File: config.mk
export PLATFORM = sky130hd
export DESIGN_NAME = pc_unit
export DESIGN_NICKNAME = d
export VERILOG_FILES = /design/src/rtl/pc_unit.sv
export SDC_FILE = /design/constraint.sdc
export NUM_CORES = 1
export LEC_CHECK = 0
export ABC_AREA = 0
export BUFFER_PORTS_ARGS = -buffer_cell sky130_fd_sc_hd__buf_2
export CORE_ASPECT_RATIO = 1.5
export CORE_MARGIN = 2
export CORE_UTILIZATION = 35
export CTS_CLUSTER_DIAMETER = 200
export CTS_CLUSTER_SIZE = 10
export DETAILED_ROUTE_END_ITERATION = 8
export PLACE_DENSITY = 0.61
export SETUP_SLACK_MARGIN = 0.2
export SLEW_MARGIN = 20
export SYNTH_ARGS = -nofsm -noshare
export SYNTH_HDL_FRONTEND = slang
export SYNTH_SLANG_ARGS = --single-unit
File: constraint.sdc
create_clock -name clk -period 5.3 [get_ports clk]
set_input_delay 1.06 -clock clk [delete_from_list [all_inputs] [get_ports clk]]
set_output_delay 1.06 -clock clk [all_outputs]
set_load 0.03 [all_outputs]
File: src/rtl/pc_unit.sv
// Fetch program counter with sequential/branch/jalr/return next-PC selection.
// Optional return-address stack is built when PC_RAS_EN is defined.
module pc_unit #(
  parameter int unsigned XLEN = 32,
  parameter logic [XLEN-1:0] RESET_VECTOR = '0,
  parameter int unsigned RAS_DEPTH = 4
) (
  input  logic            clk,
  input  logic            rst,
  input  logic            en,
  input  logic [1:0]      sel,
  input  logic [XLEN-1:0] imm,
  input  logic [XLEN-1:0] rs1,
  input  logic            call,
  input  logic            redirect_valid,
  input  logic [XLEN-1:0] redirect_pc,
  output logic [XLEN-1:0] pc,
  output logic [XLEN-1:0] pc_add4,
  output logic [XLEN-1:0] pc_imm,
  output logic [XLEN-1:0] next_pc,
  output logic            misaligned,
  output logic            ras_empty,
  output logic            ras_full
);

  logic [XLEN-1:0] jalr_tgt;
  logic            advance;

  assign pc_add4  = pc + XLEN'(4);
  assign pc_imm   = pc + imm;
  assign jalr_tgt = (rs1 + imm) & ~XLEN'(1);

`ifdef PC_RAS_EN
  localparam int unsigned AW = (RAS_DEPTH > 1) ? $clog2(RAS_DEPTH) : 1;

  logic [XLEN-1:0] ras_mem [RAS_DEPTH];
  logic [AW-1:0]   top;
  logic [AW:0]     cnt;
  logic            ras_hit;
  logic            push;
  logic            pop;

  assign ras_hit   = (cnt != '0);
  assign push      = advance && call;
  assign pop       = advance && (sel == 2'b11) && ras_hit;
  assign ras_empty = (cnt == '0);
  assign ras_full  = (cnt == (AW+1)'(RAS_DEPTH));

  always_comb begin
    next_pc = pc_add4;
    case (sel)
      2'b00:   next_pc = pc_add4;
      2'b01:   next_pc = pc_imm;
      2'b10:   next_pc = jalr_tgt;
      default: next_pc = ras_hit ? ras_mem[top] : jalr_tgt;
    endcase
  end

  // Top pointer and occupancy; a full stack keeps wrapping over its oldest entry.
  always_ff @(posedge clk or negedge rst) begin
    if (!rst) begin
      top <= '0;
      cnt <= '0;
    end else if (push && !pop) begin
      top <= top + AW'(1);
      if (cnt != (AW+1)'(RAS_DEPTH)) cnt <= cnt + (AW+1)'(1);
    end else if (pop && !push) begin
      top <= top - AW'(1);
      cnt <= cnt - (AW+1)'(1);
    end
  end

  always_ff @(posedge clk) begin
    if (push && pop)  ras_mem[top]          <= pc_add4;
    else if (push)    ras_mem[top + AW'(1)] <= pc_add4;
  end
`else
  localparam int unsigned UNUSED_RAS_DEPTH = RAS_DEPTH;
  logic unused_call;

  assign unused_call = call;
  assign ras_empty   = 1'b1;
  assign ras_full    = 1'b0;

  always_comb begin
    next_pc = pc_add4;
    case (sel)
      2'b00:   next_pc = pc_add4;
      2'b01:   next_pc = pc_imm;
      default: next_pc = jalr_tgt;
    endcase
  end
`endif

  assign misaligned = en && !redirect_valid && (next_pc[1:0] != 2'b00);
  assign advance    = en && !redirect_valid && !misaligned;

  // Redirect wins even during a stall; a misaligned target freezes the PC.
  always_ff @(posedge clk or negedge rst) begin
    if (!rst)                pc <= RESET_VECTOR;
    else if (redirect_valid) pc <= redirect_pc;
    else if (advance)        pc <= next_pc;
  end

endmodule

==> impl_metrics.yaml, run 1 <==
run_status:
  status: "finished clean"
placement:
  place_area_mm2: 0.00765
  dp_cells: 1280
  hpwlAfterDp_um: 22600
  gp_congestion: 1.00
  numPortBuffers: 230
clock_network:
  cts_tree: "built"
  cts_root_buf: "clkbuf_16"
  cts.sinks: 32
  clk_pin_slew_ns: 0.05
  htreeDepth: 2
  worstSkewPairLatency_ns: 0.27
  cts_made_buffers: 5
  cts_buffer_depth: 2
detailed_routing:
  viasPerCell: 5.74
  routed_wl_um: 26700
  avgRoutedWirePerCell_um: 20.7
  wl_met2_um: 13900
  drt_pre_antenna_iters: 5
  initialDrtViolationCount: 497
  antenna_left: 0
  route.detailed.drc: 0
  routed-wl-met3_um: 1580
  met1_length_um: 9620
  top_layer: "met4"
  num_vias: 7390
sta:
  worst_pin_slew_ns: 0.736
  max_slew_margin_pct: 50.9
  rsz0062_at_grt: "yes"
  timing_hold_violations_final: 0
  period_share_pct: 93.1
  fin_setup_tns_ns: 0
  fmax_ghz: 0.203
  period_minus_slack_ns: 4.94
  fin_skew_ns: 0.00266
  setup_viol: 0
  drv_slew: 0
pwr:
  power_density_mw_per_mm2: 310
  comb_power_share_pct: 74.0
  power_switching_uw: 1380
  ir_drop_uv: 197
  p_sw_share_pct: 56.8
  internal_power_uw: 1050
  power_uw: 2430
  seqPwrFrac_pct: 13.9
  power.static_leakage_uw: 0.00384
  clkPwrFrac_pct: 12.1
worst_setup_path:
  cp-start-kind: "input pin"
  slowest_delay_ns: 0.46
  cp_top_family: "compound AO/OA/AOI/OAI gates"
  crit_fanout: 4
  end_kind: "output pin"
  crit_path_top_delay_cell: "a2111o_1"
  worstSetupPathType: "input pin to output pin"
  path_buf_inv: 3
  rr_worst_depth: 10
  r2r-end: "pc[25]"
  crit_arrival_ns: 3.88
  path_cells: "buf_2 > ha_1 > a21oi_1 > o21ai_0 > a2111o_1 > o22ai_2 > o21ai_0 > a31o_2 > a221oi_2 > mux2i_1 > buf_4 > nand2_1 > buf_2"
  r2r-start: "pc[4]"
  critical_path_depth: 13
  rrSetupSlack_ns: 2.00
  critPathRequiredTime_ns: 4.24
hold_path:
  whs_endpoint: "pc[0]"
  holdCritPathClass: "register to register"
  hp-start: "pc[0]"
  whs_path_depth: 2
floorplan:
  die_w_um: 113
  dieArea_mm2: 0.0190
  placementRows: 60
  coreArea_mm2: 0.0177
  die_h_um: 168
  num_io_pins: 234
  start_util_pct: 35.4
final_layout:
  nets: 1237
  area_delta_synth_final_pct: 24.9
  final_layout_size_suffix_gt1_share_pct: 26.2
  reg.largest.list: "pc (32)"
  largest_reg_flops: 32
  top_register: "pc"
  fin_util_pct: 44.2
  finalInstanceArea_mm2: 0.00783
  stdcell_count: 1288
logic_synthesis:
  synth_largest_area_cell: "dfrtp_1"
  synth_nets: 1023
  ys_top_cells_by_area: "dfrtp_1, ha_1, xnor2_1"
  synth_area_mm2: 0.00627
  syn_inst: 856
  synthArstFlopShare_pct: 100
  ys_warn_count: 0
  synth_edf_count: 0
  netlist.area_leader.share_pct: 12.8
  yosysMostFrequentCell: "nand2_1"
  seq_area_frac_synth_pct: 12.8
  synth_cell_type_count: 69
  synth-seq-cells: 32
  synth.cells.most_frequent: "nand2_1, a21oi_1, o21ai_0, ha_1, nor2_1"
  synth_ff_type: "dfrtp_1"
  avgSynthCellArea_um2: 7.32
global_route:
  grt_start_max_net_pins: 67
  grt_pass1_wl_um: 39500
  grt-ovfl-total: 0
  grt_pass1_vias: 7113
  grt.total_usage_pct: 26.9
  antenna_found_initial: 1
flow_run:
  max-cap-violations: 0
[layout make-up]
cell class / count / area [um^2]
repair buffers: 252 / 1320
flip-flops and latches: 32 / 801
multi-input cells: 755 / 5200
well taps: 217 / 272
fillers: 1940 / 9890
diodes: 1 / 2.50
clock buffers: 7 / 153
inverters: 24 / 90.1
[layer usage]
metal | vias to the layer above | GRT usage (%)
met5 | - | 0
met4 | 0 | 14.8
met3 | 66 | 4.36
met2 | 303 | 50.1
met1 | 3421 | 28.3
li1 | 3600 | -
[logic make-up after synthesis]
family / synth area share, %
flops: 12.8
other cells: 0.120
xor+xnor: 11.5
mux: 6.88
fa+ha+maj: 13.0
simple gates: 22.2
compound gates: 28.8
buf+inv: 4.79
[worst min-delay path, cell delays in order, from the launching register on]
cell and delay, ns:
dfrtp_1 0.42, nand2_1 0.07, o21ai_0 0.07
[worst max-delay path by stage]
stage                        endpoint  slack (ns)   start
after CTS                 next_pc[30]        0.26  imm[5]
after detailed placement  next_pc[30]        0.27  imm[5]
after global placement    next_pc[30]        0.31  imm[5]
after global routing      next_pc[30]        0.14  imm[7]
final                     next_pc[30]        0.36  imm[5]
after floorplan           next_pc[12]        0.51  imm[0]
[timing repair]
action,CTS,global route
hold buffers,0,0
buffers inserted,0,0
gates resized for setup,0,8
setup endpoints to repair,0,5
[layout by cell type (no fill, tap or decap), types with 30 or more instances in the layout]
| cell type | instances |
|---|---|
| a21o_1 | 34 |
| xor2_1 | 34 |
| mux2i_1 | 36 |
| ha_1 | 62 |
| dfrtp_1 | 32 |
| nand3_1 | 30 |
| nor2_1 | 60 |
| buf_2 | 230 |
| nand2_1 | 95 |
| o21ai_0 | 62 |
| a21oi_1 | 67 |
| xnor2_1 | 48 |
[through the flow]
stage                     worst slack (ns)  hold WS [ns]
after global placement               0.306         0.592
after CTS                            0.256         0.615
final                                0.365         0.605
after floorplan                      0.512         0.695
after global routing                 0.140         0.643
after detailed placement             0.274         0.614
[power by group through the flow]
stage | Combinational (uW) | Sequential [uW] | Clock (uW)
finish | 1800 | 338 | 292
global route | 1910 | 342 | 309
CTS | 1780 | 338 | 296
detailed placement | 1780 | 342 | 0
global placement | 1770 | 342 | 0
floorplan | 1150 | 392 | 0
No activity file was read; power rests on OpenSTA's default activity.
==> inputs of run 2 (changes only) <==
--- a/config.mk
+++ b/config.mk
@@ -6,6 +6,7 @@
 export NUM_CORES = 1
 export LEC_CHECK = 0
 export ABC_AREA = 0
+export ABC_CLOCK_PERIOD_IN_PS = 3970
 export BUFFER_PORTS_ARGS = -buffer_cell sky130_fd_sc_hd__buf_2
 export CORE_ASPECT_RATIO = 1.5
 export CORE_MARGIN = 2
@@ -13,7 +14,7 @@
 export CTS_CLUSTER_DIAMETER = 200
 export CTS_CLUSTER_SIZE = 10
 export DETAILED_ROUTE_END_ITERATION = 8
-export PLACE_DENSITY = 0.61
+export PLACE_DENSITY = 0.63
 export SETUP_SLACK_MARGIN = 0.2
 export SLEW_MARGIN = 20
 export SYNTH_ARGS = -nofsm -noshare
==> constraint.sdc (replaced) <==
create_clock -name clk -period 3.97 [get_ports clk]
set_input_delay 0.794 -clock clk [delete_from_list [all_inputs] [get_ports clk]]
set_output_delay 0.794 -clock clk [all_outputs]
set_load 0.03 [all_outputs]
==> run 2 against run 1 <==
- the run now ends with negative setup slack left
- via count rose by 24%
- power grew 93%
- cell area up 52%
- clock-buffer cell count shrank 2
- sequential power grew 29%
- non-clock buffer count grew 281
- worst hold slack better by 0.031 ns
- critical path depth grew 1
- register-to-register slack worse by 1.2 ns
- first-iteration DRC count is 28% higher
- setup slack lost 0.44 ns
- utilization grew 23 points
- critical endpoint is now next_pc[18]
- largest power group unchanged
- highest routed layer is now met5
==> impl_metrics.yaml, run 2 (same netlist as run 1, synthesis figures left out) <==
run_status:
  status: "finished, violations left"
  failed_checks: "negative setup slack"
clock_network:
  clk_pin_slew_ns: 0.06
  htreeDepth: 2
  cts_buffer_depth: 2
  hold_buffers: 0
  cts_root_buf: "clkbuf_16"
  cts_made_buffers: 5
  cts.sinks: 32
  cts_tree: "built"
  worstSkewPairLatency_ns: 0.30
pwr:
  power.static_leakage_uw: 0.00557
  power_density_mw_per_mm2: 394
  internal_power_uw: 2320
  clkPwrFrac_pct: 8.9
  power_switching_uw: 2370
  power_uw: 4690
  comb_power_share_pct: 81.8
  seqPwrFrac_pct: 9.3
  p_sw_share_pct: 50.5
  ir_drop_uv: 303
placement:
  hpwlAfterDp_um: 26700
  gp_congestion: 1.04
  dp_cells: 1502
  numPortBuffers: 230
  preCtsSetupSlack_ns: -0.390
  place_area_mm2: 0.00959
final_layout:
  top_register: "pc"
  stdcell_count: 1569
  area_delta_synth_final_pct: 89.6
  final_layout_size_suffix_gt1_share_pct: 56.2
  largest_reg_flops: 32
  finalInstanceArea_mm2: 0.0119
  final_cell_mix: "buf_4, buf_2, nand2_1"
  reg.largest.list: "pc (32)"
  nets: 1518
  final_common_cell: "buf_4"
worst_setup_path:
  r2r-start: "pc[1]"
  r2r-end: "pc[14]"
  crit_fanout: 3
  worstSetupPathType: "input pin to output pin"
  critPathRequiredTime_ns: 3.18
  rr_worst_depth: 16
  end_kind: "output pin"
  crit_path_top_delay_cell: "fa_2"
  cp_top_family: "compound AO/OA/AOI/OAI gates"
  rrSetupSlack_ns: 0.82
  path_buf_inv: 4
  crit_arrival_ns: 3.25
  path_cells: "buf_8 > ha_4 > fa_2 > a21o_1 > nand4_1 > a21oi_2 > a21bo_2 > a211oi_2 > a21oi_2 > mux2_4 > mux2i_1 > buf_4 > inv_2 > buf_6"
  slowest_delay_ns: 0.35
  cp-start-kind: "input pin"
  critPathMostFrequentCell: "a21oi_2"
floorplan:
  placementRows: 60
  die_w_um: 113
  num_io_pins: 234
  coreArea_mm2: 0.0177
  die_h_um: 168
  start_util_pct: 35.4
  dieArea_mm2: 0.0190
detailed_routing:
  initialDrtViolationCount: 638
  antenna_left: 0
  drt_pre_antenna_iters: 5
  viasPerCell: 5.86
  routed_wl_um: 35100
  avgRoutedWirePerCell_um: 22.4
  num_vias: 9187
  route.detailed.drc: 0
global_route:
  grt_pass1_vias: 9040
  antenna_found_initial: 2
  grt_start_max_net_pins: 45
  grt_pass1_wl_um: 49500
  grt.total_usage_pct: 34.0
  grt-ovfl-total: 0
sta:
  fin_skew_ns: 0.00604
  finalWorstSetupSlack_ns: -0.0730
  fmax_ghz: 0.247
  drv_slew: 0
  worst_pin_slew_ns: 0.947
  max_slew_margin_pct: 36.8
  rsz0062_at_grt: "yes"
  fin_setup_tns_ns: -0.242
  period_minus_slack_ns: 4.04
  period_share_pct: 102
  setup_viol: 6
  timing_hold_violations_final: 0
flow_run:
  max-cap-violations: 0
hold_path:
  holdCritPathClass: "input pin to async pin"
[run 2: timing repair]
| item | 4_1_cts | 5_1_grt |
|---|---|---|
| resized for setup | 240 | 122 |
| buffers inserted | 31 | 28 |
| setup endpoints to repair | 38 | 37 |
| pin swaps | 87 | 83 |
[run 2: per-layer routing]
layer / global-route usage, % / wire (um) / vias to the layer above / part of all wire [%]
li1: - / - / 4164 / -
met1: 33.4 / 11700 / 4301 / 33
met2: 61.2 / 17500 / 568 / 50
met3: 6.12 / 2640 / 152 / 7.5
met4: 28.4 / 3220 / 2 / 9.2
met5: 0 / 13 / - / 0.037
[run 2: area by class of cell]
| cell class | count | area, um^2 |
|---|---|---|
| Antenna cell | 1 | 2.50 |
| Clock buffer | 5 | 125 |
| Clock inverter | 2 | 12.5 |
| Fill cell | 1438 | 5830 |
| Inverter | 24 | 92.6 |
| Multi-Input combinational cell | 755 | 6760 |
| Sequential cell | 32 | 801 |
| Tap cell | 217 | 272 |
| Timing Repair Buffer | 533 | 3830 |
[run 2: power by group through the flow]
stage	registers, uW	clock network, uW	logic [uW]
detailed placement	425	0	2990
CTS	428	417	3460
global placement	425	0	2980
global route	439	432	4000
finish	435	419	3830
floorplan	524	0	1650
[run 2: worst max-delay path by stage]
stage	from	to	cells past startpoint
global route	imm[0]	next_pc[18]	14
floorplan	imm[0]	next_pc[12]	10
detailed placement	imm[0]	next_pc[28]	13
CTS	imm[1]	next_pc[25]	13
finish	imm[0]	next_pc[18]	14
global placement	imm[0]	next_pc[28]	13
[run 2: metrics by stage]
step	hold WS [ns]	util, %
after floorplan	0.498	-
after global placement	0.665	54.1
after detailed placement	0.683	54.1
after CTS	0.653	62.6
after global routing	0.692	67.1
final	0.636	67.1
==> inputs of run 3 (changes only) <==
--- a/config.mk
+++ b/config.mk
@@ -6,11 +6,12 @@
 export NUM_CORES = 1
 export LEC_CHECK = 0
 export ABC_AREA = 0
-export ABC_CLOCK_PERIOD_IN_PS = 3970
+export ABC_CLOCK_PERIOD_IN_PS = 3700
 export BUFFER_PORTS_ARGS = -buffer_cell sky130_fd_sc_hd__buf_2
 export CORE_ASPECT_RATIO = 1.5
-export CORE_MARGIN = 2
+export CORE_MARGIN = 10
 export CORE_UTILIZATION = 35
+export CTS_BUF_LIST = sky130_fd_sc_hd__clkbuf_4 sky130_fd_sc_hd__clkbuf_8 sky130_fd_sc_hd__clkbuf_16
 export CTS_CLUSTER_DIAMETER = 200
 export CTS_CLUSTER_SIZE = 10
 export DETAILED_ROUTE_END_ITERATION = 8
==> constraint.sdc (replaced) <==
create_clock -name clk -period 3.7 [get_ports clk]
set_input_delay 0.74 -clock clk [delete_from_list [all_inputs] [get_ports clk]]
set_output_delay 0.74 -clock clk [all_outputs]
set_load 0.03 [all_outputs]
==> run 3 against run 2 <==
- the flow still finishes with violations (negative setup slack)
- sequential cell count stayed put
- power is 6.1% higher
- routed wire length is 4.2% lower
- global-route usage is 7.5 points lower
- setup slack worse by 0.15 ns
- worst hold slack worse by 0.10 ns
- die area is 25% higher
- critical path type unchanged
==> impl_metrics.yaml, run 3 (same netlist as run 1, synthesis figures left out) <==
placement:
  gp_congestion: 1.03
  place_area_mm2: 0.00987
  hpwlAfterDp_um: 27000
  preCtsSetupSlack_ns: -0.453
  numPortBuffers: 230
clock_network:
  htreeDepth: 2
  worstSkewPairLatency_ns: 0.27
  cts_root_buf: "clkbuf_16"
  cts_made_buffers: 5
  cts_buffer_depth: 2
  clk_pin_slew_ns: 0.05
  cts_tree: "built"
  cts.sinks: 32
sta:
  period_share_pct: 106
  hold-worst-slack_ns: 0.535
  fmax_ghz: 0.255
  finalWorstSetupSlack_ns: -0.222
  max_slew_margin_pct: 49.9
  fin_skew_ns: 0.00265
  period_minus_slack_ns: 3.92
  fin_setup_tns_ns: -2.16
  timing_hold_violations_final: 0
  rsz0062_at_grt: "yes"
  setup_viol: 21
  drv_slew: 0
  worst_pin_slew_ns: 0.752
pwr:
  internal_power_uw: 2470
  power_switching_uw: 2500
  p_sw_share_pct: 50.2
  power_density_mw_per_mm2: 417
  power.static_leakage_uw: 0.00556
  comb_power_share_pct: 82.2
  ir_drop_uv: 344
  seqPwrFrac_pct: 10.0
  clkPwrFrac_pct: 7.9
worst_setup_path:
  end_kind: "output pin"
  crit_start: "imm[1]"
  critPathMostFrequentCell: "buf_6"
  r2r-start: "pc[0]"
  critPathRequiredTime_ns: 2.96
  rrSetupSlack_ns: 0.54
  cp-start-kind: "input pin"
  crit_fanout: 3
  rr_worst_depth: 14
  slowest_delay_ns: 0.38
  worstSetupPathType: "input pin to output pin"
  critPathCapture: "next_pc[20]"
  crit_arrival_ns: 3.18
  crit_path_top_delay_cell: "a2111o_1"
  r2r-end: "pc[20]"
  path_cells: "buf_6 > buf_6 > buf_4 > fa_2 > a21o_1 > nand4_1 > a21oi_2 > a21o_1 > buf_6 > a2111o_1 > o21ai_2 > nand2_1 > a22o_1 > buf_6"
global_route:
  grt.total_usage_pct: 26.6
  grt-ovfl-total: 0
  grt_start_max_net_pins: 35
  grt_pass1_vias: 9156
  grt_pass1_wl_um: 49300
  antenna_found_initial: 3
detailed_routing:
  antenna_left: 0
  avgRoutedWirePerCell_um: 21.6
  drt_pre_antenna_iters: 5
  top_layer: "met5"
  route.detailed.drc: 0
  initialDrtViolationCount: 502
  routed-wl-met3_um: 2060
  viasPerCell: 5.66
  num_vias: 8824
  wl_met2_um: 17900
  routed_wl_um: 33600
  met1_length_um: 11100
floorplan:
  start_util_pct: 35.8
  dieArea_mm2: 0.0238
  die_h_um: 184
  num_io_pins: 234
  coreArea_mm2: 0.0175
  placementRows: 59
  die_w_um: 129
final_layout:
  top_register: "pc"
  antenna_cells: 0
  nets: 1513
  largest_reg_flops: 32
  area_delta_synth_final_pct: 90.3
  reg.largest.list: "pc (32)"
  nFillCells: 1420
  final_common_cell: "buf_4"
  final_cell_mix: "buf_4, buf_2, nand2_1"
  finalInstanceArea_mm2: 0.0119
  final_layout_size_suffix_gt1_share_pct: 56.5
hold_path:
  holdCritPathClass: "input pin to async pin"
run_status:
  status: "finished, violations left"
  failed_checks: "negative setup slack"
flow_run:
  max-cap-violations: 0
## run 3: metal layers
| layer | GRT usage (%) | vias to the layer above |
|---|---|---|
| met2 | 49.7 | 364 |
| met4 | 18.8 | 6 |
| met3 | 4.56 | 111 |
| met5 | 0 | - |
| li1 | - | 4144 |
| met1 | 25.3 | 4199 |
## run 3: layout make-up
class                           instances  area, um^2  area share (%)
Multi-Input combinational cell        755        6820            57.1
Timing Repair Buffer                  528        3820            32.0
Sequential cell                        32         801            6.71
Tap cell                              213         267            2.23
Clock buffer                            5         125            1.05
Inverter                               24        90.1           0.755
Clock inverter                          2        12.5           0.105
## run 3: critical path, delay by kind of cell
family / cells / cell delay (ns)
AND/OR/NAND/NOR: 2 / 0.24
AO/OA/AOI/OAI: 6 / 1.22
adder cells (fa/ha/maj): 1 / 0.33
buffers and inverters: 5 / 0.64
## run 3: power groups by stage
stage               Clock [uW]  Combinational, uW  Sequential [uW]
finish                     391               4090              495
global route               414               4300              494
CTS                        394               3780              490
detailed placement           0               3300              486
global placement             0               3280              487
floorplan                    0               1860              565
## run 3: per-stage QoR
stage                     instances  util (%)  total power (uW)
after floorplan                 856         -              2420
after global placement         1503      56.4              3770
after detailed placement       1503      56.4              3790
after CTS                      1541      64.9              4660
after global routing           1559      68.2              5210
final                          1559      68.2              4970
## run 3: timing repair
item,CTS,global route
endpoints found under the setup margin,42,45
pin swaps,99,72
hold buffers,0,0
resized for setup,235,105
buffers inserted,31,18
cloned,0,0
## run 3: how the worst min path moves through the flow
stage	to	slack [ns]	depth (start not counted)
6_report	pc[2]	0.54	1
5_1_grt	pc[0]	0.59	1
4_1_cts	pc[0]	0.55	1
3_5_place_dp	pc[0]	0.63	2
3_3_place_gp	pc[0]	0.63	2
2_1_floorplan	pc[0]	0.44	0
